### src/rtl/mau_pkg.sv
// Shared types for the memory access unit: FSM states, op encoding, offset width.
// Latency: n/a (declarations only).
// Backpressure: n/a.
package mau_pkg;

    typedef enum logic [1:0] {
        IDLE    = 2'd0,
        ISSUE   = 2'd1,
        RD_WAIT = 2'd2,
        WB      = 2'd3
    } mau_state_t;

    typedef enum logic {
        OP_STORE = 1'b0,
        OP_LOAD  = 1'b1
    } mau_op_t;

    // Width of the signed immediate offset used when MAU_OFFSET_EN is defined.
    localparam int OFFSET_W = 3;

endpackage

### src/rtl/mau_addr_gen.sv
// Effective-address generator: BaseAddr resized to DA bits, plus signed Offset under MAU_OFFSET_EN.
// Latency: purely combinational, zero cycles.
// Backpressure: none; the result follows the inputs every cycle.
module mau_addr_gen
    import mau_pkg::*;
#(
    parameter int W  = 8,
    parameter int DA = 8
) (
    input  logic [W-1:0]        base,
`ifdef MAU_OFFSET_EN
    input  logic [OFFSET_W-1:0] offset,
`endif
    output logic [DA-1:0]       addr
);

    logic [DA-1:0] base_ext;

    // Fit the register-file value onto the memory address bus.
    generate
        if (W >= DA) begin : g_trunc
            assign base_ext = base[DA-1:0];
        end else begin : g_zext
            assign base_ext = {{(DA-W){1'b0}}, base};
        end
    endgenerate

`ifdef MAU_OFFSET_EN
    logic [DA-1:0] offset_ext;

    // Sign-extend the immediate; the DA-bit add wraps modulo 2**DA by construction.
    assign offset_ext = DA'($signed(offset));
    assign addr       = base_ext + offset_ext;
`else
    assign addr       = base_ext;
`endif

endmodule

### src/rtl/mem_access_unit.sv
// Multi-cycle load/store stage between RegFile read ports and its write port (option: MAU_OFFSET_EN).
// Latency: store writes memory 1 cycle after accept; load writes RegFile 3 cycles after accept.
// Backpressure: Busy is high outside IDLE; Start while busy (incl. the Done cycle) is dropped, not queued.
module mem_access_unit
    import mau_pkg::*;
#(
    parameter int W  = 8,
    parameter int A  = 3,
    parameter int DA = 8
) (
    input  logic                Clk,
    input  logic                Reset,
    input  logic                Start,
    input  logic                IsLoad,
    input  logic [W-1:0]        BaseAddr,
    input  logic [W-1:0]        StoreData,
    input  logic [A-1:0]        DestReg,
`ifdef MAU_OFFSET_EN
    input  logic [OFFSET_W-1:0] Offset,
`endif
    output logic [DA-1:0]       MemAddr,
    output logic                MemWrEn,
    output logic [W-1:0]        MemWrData,
    input  logic [W-1:0]        MemRdData,
    output logic                RfWriteEn,
    output logic [A-1:0]        RfWaddr,
    output logic [W-1:0]        RfDataIn,
    output logic                Busy,
    output logic                Done
);

    mau_state_t    state;
    mau_state_t    state_next;
    mau_op_t       op_q;
    logic [DA-1:0] addr_q;
    logic [W-1:0]  data_q;
    logic [A-1:0]  dest_q;
    logic [W-1:0]  load_q;
    logic [DA-1:0] eff_addr;
    logic          accept;

    mau_addr_gen #(
        .W  (W),
        .DA (DA)
    ) u_addr_gen (
        .base   (BaseAddr),
`ifdef MAU_OFFSET_EN
        .offset (Offset),
`endif
        .addr   (eff_addr)
    );

    // A request is taken only from IDLE; the Done cycle is never IDLE so it drops Start too.
    assign accept = (state == IDLE) && Start;

    // State register.
    always_ff @(posedge Clk) begin
        if (Reset) begin
            state <= IDLE;
        end else begin
            state <= state_next;
        end
    end

    // Operand latches: loaded on accept, then frozen until the op completes.
    always_ff @(posedge Clk) begin
        if (Reset) begin
            op_q   <= OP_STORE;
            addr_q <= '0;
            data_q <= '0;
            dest_q <= '0;
        end else if (accept) begin
            op_q   <= IsLoad ? OP_LOAD : OP_STORE;
            addr_q <= eff_addr;
            data_q <= StoreData;
            dest_q <= DestReg;
        end
    end

    // Load result register: memory data is valid during RD_WAIT, one cycle after ISSUE.
    always_ff @(posedge Clk) begin
        if (Reset) begin
            load_q <= '0;
        end else if (state == RD_WAIT) begin
            load_q <= MemRdData;
        end
    end

    // Next-state and outputs; every idle output reads 0 rather than a stale latch.
    always_comb begin
        state_next = state;
        MemAddr    = '0;
        MemWrEn    = 1'b0;
        MemWrData  = '0;
        RfWriteEn  = 1'b0;
        RfWaddr    = '0;
        RfDataIn   = '0;
        Done       = 1'b0;
        Busy       = (state != IDLE);

        unique case (state)
            IDLE: begin
                if (Start) begin
                    state_next = ISSUE;
                end
            end
            ISSUE: begin
                MemAddr = addr_q;
                if (op_q == OP_STORE) begin
                    // Reset in the same cycle must not corrupt memory.
                    MemWrEn    = !Reset;
                    MemWrData  = data_q;
                    Done       = 1'b1;
                    state_next = IDLE;
                end else begin
                    state_next = RD_WAIT;
                end
            end
            RD_WAIT: begin
                MemAddr    = addr_q;
                state_next = WB;
            end
            WB: begin
                RfWriteEn  = !Reset;
                RfWaddr    = dest_q;
                RfDataIn   = load_q;
                Done       = 1'b1;
                state_next = IDLE;
            end
            default: begin
                state_next = IDLE;
            end
        endcase
    end

endmodule

### config.mk
export PLATFORM = sky130hd
export DESIGN_NAME = mem_access_unit
export DESIGN_NICKNAME = d
export VERILOG_FILES = /design/src/rtl/mau_pkg.sv /design/src/rtl/mau_addr_gen.sv /design/src/rtl/mem_access_unit.sv
export SDC_FILE = /design/constraint.sdc
export NUM_CORES = 1
export LEC_CHECK = 0
export BUFFER_PORTS_ARGS = -buffer_cell sky130_fd_sc_hd__buf_2
export CORE_ASPECT_RATIO = 0.9
export CORE_UTILIZATION = 49
export CTS_CLUSTER_SIZE = 20
export DETAILED_ROUTE_END_ITERATION = 10
export PLACE_DENSITY = 0.87
export SKIP_LAST_GASP = 1
export SLEW_MARGIN = 20
export SYNTH_ARGS = -nofsm -noshare
export SYNTH_HDL_FRONTEND = slang
export SYNTH_SLANG_ARGS = --single-unit
export TNS_END_PERCENT = 10
### constraint.sdc
create_clock -name Clk -period 3.5 [get_ports Clk]
set_clock_uncertainty 0.1 [all_clocks]
set_input_delay 0.175 -clock Clk [delete_from_list [all_inputs] [get_ports Clk]]
set_output_delay 0.175 -clock Clk [all_outputs]
set_load 0.01 [all_outputs]
==> metrics.md, run 1 <==
| Metric | Value |
|---|---|
| Startpoint of the worst register-to-register path | state[0] |
| Worst slack, placed | 1.733 ns |
| Global-route total usage across every layer | 0.2403 |
| Via count of the first global-routing pass | 1285 |
| Count of max-cap constraint violations | 0 |
| TritonCTS clock tree | yes |
| Number of enable-type register cells in the synthesized netlist | 0 |
| Die height | roughly 52 um |
| Number of hold violations in the final report | 0 |
| Accumulated negative setup slack | 0 ns |
| Total number of yosys warnings | 0 |
| Wire length of the first global-routing pass | 5368 um |
| Power per cell area | 375.1 nW/um2 |
| Path class of the lowest-slack min-delay path | in2reg |
| CP max stage delay | 0.35 ns |
| Clock sink total | 30 |
| Area of the die | 2975 um2 |
| DRC errors left | 8 |
| Area of the multi-input gates | 684.4 um2 |
| Primary flip-flop cell chosen by synthesis mapping | sky130_fd_sc_hd__dfxtp_1 |
| Layout cells sized above 1 | 0.2996 |
| Seq/Total Area, Yosys | 0.4440 |
| Clock insertion delay at the later pin of the skew report | roughly 0.32 ns |
| Average via count per standard cell | just under 5 |
| Leakage power | 0.9442 nW |
| Number of antenna violations at the first check in global routing | 0 |
| Synth async-reset ratio | 0 |
| Buffer depth of the longest clock path | 2 |
| Slew at the pin with the worst max-slew slack | 0.6401 ns |
| Maximum number of pins on one net before global-route repair | 33 |
| Post-synthesis instance area | around 1400 um2 |
| Net count, final | 282 |
| Worst Reg-to-Reg Cells | 5 |
| Wire length per cell | 11.95 um |
| Sort of element at the end of the critical path | primary output |
| Synthesized flop and latch total | 30 |
| Synthesis-to-finish area growth | 44.59% |
| Critical Path Start Type | flop |
| Row cnt | 17 |
| Failing checks | design-rule violations |
| Worst slew margin relative to its limit | 0.5722 |
| Worst setup slack for register-to-register paths | approximately 1.7 ns |
| Slowest cell on crit path | sky130_fd_sc_hd__dfxtp_1 |
| Vias post-DR | roughly 1300 |
| Register cell area after layout | 600.6 um2 |
| Final critical-path share of the clock period | 0.5423 |
| Shortest clock period the worst path allows after layout | 1.898 ns |
| Most frequent standard cell in the layout excluding fill and tap cells | sky130_fd_sc_hd__buf_2 |
| Avg Synthesized Cell Area | 8.298 um2 |
| Synth Net Count | 199 |
| Critical path class | reg2out |
| Number of instances in the synthesized netlist | 163 |
| Critical path data required time | 3.22 ns |
| Fin. max-slew vios | 0 |
| Outcome | finished, violations left |
| Gpl congestion | 0.8403 |
| Detailed placement HPWL | 2035 um |
| Post-route antenna net violation count | 0 |
| Final setup violation count | 0 |
| Die W | 57.38 um |
| Highest clock rate | 526.8 MHz |
| Final worst setup slack | 1.602 ns |
| Cell breakdown of the critical path | inv_1 -> ha_1 -> nor2b_2 -> and2_1 -> buf_2 |
| Filler Cells Inserted | 191 |
| Terminus of the critical flop-to-flop path | data_q[2] |
| Number of search-and-repair iterations in the first detailed-routing pass | 8 |
| Commonest non-fill, non-tap cells in the layout | 61 x sky130_fd_sc_hd__buf_2, 41 x sky130_fd_sc_hd__nand2_1, 30 x sky130_fd_sc_hd__dfxtp_1, 27 x sky130_fd_sc_hd__and2_1, 24 x sky130_fd_sc_hd__dlygate4sd3_1 |
| Worst-path fanout max | 10 |
| Drt first-iter violations | 39 |
| Initial Util | 0.5344 |
| Root buffer cell | sky130_fd_sc_hd__clkbuf_4 |
| Number of levels in the clock H-tree | 2 |
| Number of library cell types mapped by synthesis | 21 |
| Number of buffers inserted during clock tree synthesis | 5 |
| Total overflow reported by the global router | 0 |
| Maximum vdd ir drop | around 0.24 mV |
| Worst-case hold slack | 0.004966 ns |
| Core footprint | 2531 um2 |
| Post-CTS setup buffer count | 0 |
| Clock slew at reported path FFs | 0.09 ns |
| Resized Gates After CTS | 0 |
| Critical path arrival | roughly 1.6 ns |
| # port buffers | 61 |
| Worst Setup EP | MemWrData[0] |
| Final routed wirelength across all metal layers | ~3300 um |
| Antenna cell count | 0 |
| IO Pins | a little over 60 |
| Setup repair after global routing missed its margin | no |
[logic make-up (layout without fill, tap and decap cells)]
kind of cell | count (synthesis) | in the layout | synth area share
AND/OR/NAND/NOR | 83 | 83 | 0.2933
flip-flops | 30 | 30 | 0.4440
AO/OA/AOI/OAI | 25 | 25 | 0.1073
buffers and inverters | 12 | 96 | 0.04995
multiplexers | 8 | 8 | 0.05921
adder cells (fa/ha/maj) | 5 | 5 | 0.04625
[cells in the mapped netlist, types with 2 or more instances]
library cell,count,share of area
sky130_fd_sc_hd__buf_6,2,0.017
sky130_fd_sc_hd__nand2_1,41,0.11
sky130_fd_sc_hd__mux2i_1,8,0.059
sky130_fd_sc_hd__nor2_1,10,0.028
sky130_fd_sc_hd__buf_2,3,0.011
sky130_fd_sc_hd__ha_1,5,0.046
sky130_fd_sc_hd__dfxtp_1,30,0.44
sky130_fd_sc_hd__a21oi_1,18,0.067
sky130_fd_sc_hd__a21oi_2,3,0.019
sky130_fd_sc_hd__inv_1,3,0.0083
sky130_fd_sc_hd__and2_1,27,0.12
sky130_fd_sc_hd__clkbuf_1,2,0.0056
sky130_fd_sc_hd__nor2b_1,3,0.014
[sequential cells by signal, indices dropped and copies added (netlist names), named ones only]
register  cells
addr_q        8
data_q        8
dest_q        3
load_q        8
op_q          1
state         1
[worst max-delay path: cells and delay by family, from the launching register on]
family                   cells  cell delay (ns)
buffers and inverters        2             0.26
adder cells (fa/ha/maj)      1             0.15
flip-flops                   1             0.35
AND/OR/NAND/NOR              2             0.54
[what timing repair did]
item                                    CTS  global route
endpoints found under the setup margin    0             0
hold buffers                             23             1
endpoints found under the hold margin    23             1
[area by class of cell]
type,instances,area share
Timing Repair Buffer,85,0.2790
Sequential cell,30,0.3071
Inverter,3,0.005758
Tap cell,28,0.01791
Multi-Input combinational cell,121,0.3500
Clock buffer,8,0.04031
[per-stage QoR]
step	util	area (um2)	power [W]	instances
5_1_grt	0.7726	1956	0.0007720	275
2_1_floorplan	-	1353	0.0004362	163
4_1_cts	0.7687	1946	0.0007327	274
6_report	0.7726	1956	0.0007335	275
3_5_place_dp	0.6466	1637	0.0004692	243
3_3_place_gp	0.6466	1637	0.0004661	243
[power by group]
group | internal (W) | switching, W
Sequential | 0.000358 | 0.00000909
Combinational | 0.0000569 | 0.0000590
Clock | 0.000137 | 0.000113
Total | 0.000552 | 0.000181
[per-layer routing]
metal / GRT usage / up-vias / wire (um)
met5: 0 / - / 0
met4: 0.06504 / 0 / 51
met3: 0.06965 / 7 / 213
met2: 0.4554 / 56 / 1642
met1: 0.2597 / 589 / 1376
li1: - / 682 / -
[how the worst min path moves through the flow]
stage | startpoint | to | slack (ns) | cells past startpoint
after floorplan | BaseAddr[0] | addr_q[0] | 0.21 | 2
after global placement | MemRdData[4] | load_q[4] | 0.32 | 3
after detailed placement | MemRdData[7] | load_q[7] | 0.32 | 3
after CTS | MemRdData[3] | load_q[3] | 0.001 | 3
after global routing | StoreData[2] | data_q[2] | 0.002 | 3
final | MemRdData[3] | load_q[3] | 0.005 | 3
No activity file was read; power rests on OpenSTA's default activity.
==> run 2: changes to the inputs <==
Settings changed: CORE_UTILIZATION 49 to 46, PLACE_DENSITY 0.87 to 0.83.
Clock period 3.5 ns to 1.93 ns, I/O delays scaled along.
==> run 2 against run 1 <==
Against the previous run: the flow now finishes without violations; clock-buffer cell count down 1; highest routed layer unchanged; register-to-register slack worse by 1.4 ns; sequential power up 81%; cell count up 5.8%; flip-flop and latch count unchanged; worst hold slack better by 0.022 ns; non-clock buffer count up 5; clock power up 32%; wire length up 7.9%; global-route usage down 0.41 points; total power up 67%.
==> metrics.md, run 2 (synthesis gave the netlist of run 1 again) <==
| Metric | Value |
|---|---|
| Outcome | finished, final reports clean (was finished, violations left) |
| Cell breakdown of the critical path | ha_1 -> nor2b_2 -> and2_1 -> buf_2 (was inv_1 -> ha_1 -> nor2b_2 -> and2_1 -> buf_2) |
| Final setup violation count | 0 (unchanged) |
| Internal power component | 0.0009029 W (was 0.0005522 W) |
| Kind of cell with the highest combined delay on the critical path | simple AND/OR/NAND/NOR gates (unchanged) |
| Number of hold violations in the final report | 0 (unchanged) |
| Critical path depth | 4 (was 5) |
| Non-filler instance count after layout | 291 (was 275) |
| Number of antenna violations at the first check in global routing | 0 (unchanged) |
| Maximum vdd ir drop | 0.3432 mV (was 0.2403 mV) |
| Commonest non-fill, non-tap cells in the layout | 61 x sky130_fd_sc_hd__buf_2, 41 x sky130_fd_sc_hd__nand2_1, 30 x sky130_fd_sc_hd__dfxtp_1, 28 x sky130_fd_sc_hd__dlygate4sd3_1, 27 x sky130_fd_sc_hd__and2_1 (was 61 x sky130_fd_sc_hd__buf_2, 41 x sky130_fd_sc_hd__nand2_1, 30 x sky130_fd_sc_hd__dfxtp_1, 27 x sky130_fd_sc_hd__and2_1, 24 x sky130_fd_sc_hd__dlygate4sd3_1) |
| Sequential fraction of design power | 0.544 (was 0.501) |
| Via count of the first global-routing pass | 1222 (was 1285) |
| Root buffer cell | sky130_fd_sc_hd__clkbuf_4 (unchanged) |
| CP max stage delay | 0.43 ns (was 0.35 ns) |
| Path class of the lowest-slack min-delay path | in2reg (unchanged) |
| Global-route total usage across every layer | 0.2362 (was 0.2403) |
| Placed cell count | 256 (was 243) |
| IO Pins | 62 (unchanged) |
| Die W | 59.16 um (was 57.38 um) |
| Critical path class | reg2out (unchanged) |
| Instance area after placement | 1672 um2 (was 1637 um2) |
| Clock slew at reported path FFs | 0.08 ns (was 0.09 ns) |
| Initial Util | 0.4883 (was 0.5344) |
| Wire length per cell | 12.19 um (was 11.95 um) |
| Critical path data required time | 1.73 ns (was 3.22 ns) |
| Accumulated negative setup slack | 0 ns (unchanged) |
| Power per cell area | 612.6 nW/um2 (was 375.1 nW/um2) |
| Layout cells sized above 1 | 0.2869 (was 0.2996) |
| Switching power summed over all nets | 0.0003204 W (was 0.0001813 W) |
| Core footprint | 2770 um2 (was 2531 um2) |
| Buffer depth of the longest clock path | 2 (unchanged) |
| Slew at the pin with the worst max-slew slack | 0.5897 ns (was 0.6401 ns) |
| Wire length of the first global-routing pass | 5271 um (was 5368 um) |
| Gpl congestion | 0.7774 (was 0.8403) |
| Setup repair after global routing missed its margin | no (unchanged) |
| Met2 Usage GRT | 0.4659 (was 0.4554) |
| Global-route track usage on met3 | 0.05623 (was 0.06965) |
| DRC errors left | 0 (was 8) |
| Clock network power share | 0.269 (was 0.341) |
| Count of max-cap constraint violations | 0 (unchanged) |
| Fin. max-slew vios | 0 (unchanged) |
| Clock insertion delay at the later pin of the skew report | 0.31 ns (was 0.32 ns) |
| Slowest cell on crit path | sky130_fd_sc_hd__dfxtp_1 (unchanged) |
| Number of levels in the clock H-tree | 2 (unchanged) |
| Row cnt | 18 (was 17) |
| Highest clock rate | 555.0 MHz |
| Number of buffers inserted during clock tree synthesis | 5 (unchanged) |
| Utilization after layout | 0.7209 (was 0.7726) |
| Largest registers | addr_q (8), data_q (8), load_q (8) (unchanged) |
| Post-CTS setup buffer count | 0 (unchanged) |
| Number of search-and-repair iterations in the first detailed-routing pass | 4 (was 8) |
| Die height | 53.44 um (was 51.84 um) |
| Vias post-DR | 1354 (was 1334) |
| Number of buffers and inverters on the critical path | 1 (was 2) |
| Final routed wirelength across all metal layers | 3546 um (was 3285 um) |
| Worst Reg-to-Reg Cells | 4 (was 5) |
| Filler Cells Inserted | 241 (was 191) |
| Synthesis-to-finish area growth | 47.64% (was 44.59%) |
| Worst-case hold slack | 0.02667 ns (was 0.004966 ns) |
| Most frequent standard cell in the layout excluding fill and tap cells | sky130_fd_sc_hd__buf_2 (unchanged) |
| Critical path arrival | 1.61 ns (was 1.62 ns) |
| Total overflow reported by the global router | 0 (unchanged) |
| Maximum number of pins on one net before global-route repair | 33 (unchanged) |
| Sort of element at the end of the critical path | primary output (unchanged) |
| Detailed placement HPWL | 1991 um (was 2035 um) |
| Clock sink total | 30 (unchanged) |
| Worst-path fanout max | 10 (unchanged) |
| # port buffers | 61 (unchanged) |
| Drt first-iter violations | 23 (was 39) |
| Grt peak-use layer | met2 (unchanged) |
| Met1 usage | 0.2308 (was 0.2597) |
| Area of the multi-input gates | 684.4 um2 (unchanged) |
| Average via count per standard cell | 4.653 (was 4.851) |
| Register cell area after layout | 600.6 um2 (unchanged) |
| Antenna cell count | 0 (unchanged) |
| Portion of total power attributed to combinational logic | 0.187 (was 0.158) |
| Area of the die | 3161 um2 (was 2975 um2) |
| Shortest clock period the worst path allows after layout | approximately 1.8 ns |
| Sw frac | 0.2619 (was 0.2472) |
| Final critical-path share of the clock period | 0.9336 |
| Leakage power | 0.9515 nW (was 0.9442 nW) |
| Post-route antenna net violation count | 0 (unchanged) |
| TritonCTS clock tree | yes (unchanged) |
| Post-Layout Inst Area | 1997 um2 (was 1956 um2) |
| Worst slew margin relative to its limit | 0.6068 (was 0.5722) |
| Net count, final | 287 (was 282) |
| Critical Path Start Type | flop (unchanged) |
| Instance count along the most critical hold path | 3 (unchanged) |
==> run 2: final timing paths <==
| kind | startpoint | to | slack [ns] |
|---|---|---|---|
| hold / removal | Start | state[0] | 0.03 |
| setup / recovery | state[0] | MemWrData[3] | 0.13 |
| hold reg to reg | data_q[7] | data_q[7] | 0.35 |
| setup reg to reg | state[0] | load_q[5] | 0.38 |
==> run 2: cell type report <==
class,instances,share of cell area
tap,40,0.02506
timing repair buffer,90,0.3033
sequential,30,0.3008
multi-input combinational,121,0.3427
inverter,3,0.005639
clock buffer,7,0.02256
==> run 2: worst min-delay path: stages <==
cell                       delay, ns
sky130_fd_sc_hd__buf_2          0.13
sky130_fd_sc_hd__nor2_1         0.09
sky130_fd_sc_hd__a211oi_1       0.08
==> run 2: repair_timing <==
action,in CTS,in global routing
endpoints found under the hold margin,28,0
resized for setup,0,0
endpoints found under the setup margin,0,0
hold buffers,28,0
==> run 2: stage by stage <==
step                      setup slack, ns  total power [W]
after floorplan                    0.5988        0.0007911
after global placement             0.4488        0.0008567
after detailed placement           0.4008        0.0008615
after CTS                          0.1046         0.001229
after global routing             0.005463         0.001288
final                              0.1282         0.001223
==> run 2: per-layer routing <==
| metal | up-vias | wire [um] |
|---|---|---|
| li1 | 690 | - |
| met1 | 612 | 1451 |
| met2 | 48 | 1884 |
| met3 | 4 | 166 |
| met4 | 0 | 43 |
| met5 | - | 0 |
==> run 2: power groups by stage <==
stage	Combinational [W]	Sequential, W	Clock, W
4_1_cts	0.000225	0.000666	0.000338
6_report	0.000228	0.000666	0.000329
3_3_place_gp	0.000177	0.000679	0
3_5_place_dp	0.000181	0.000681	0
5_1_grt	0.000252	0.000670	0.000366
2_1_floorplan	0.000115	0.000676	0
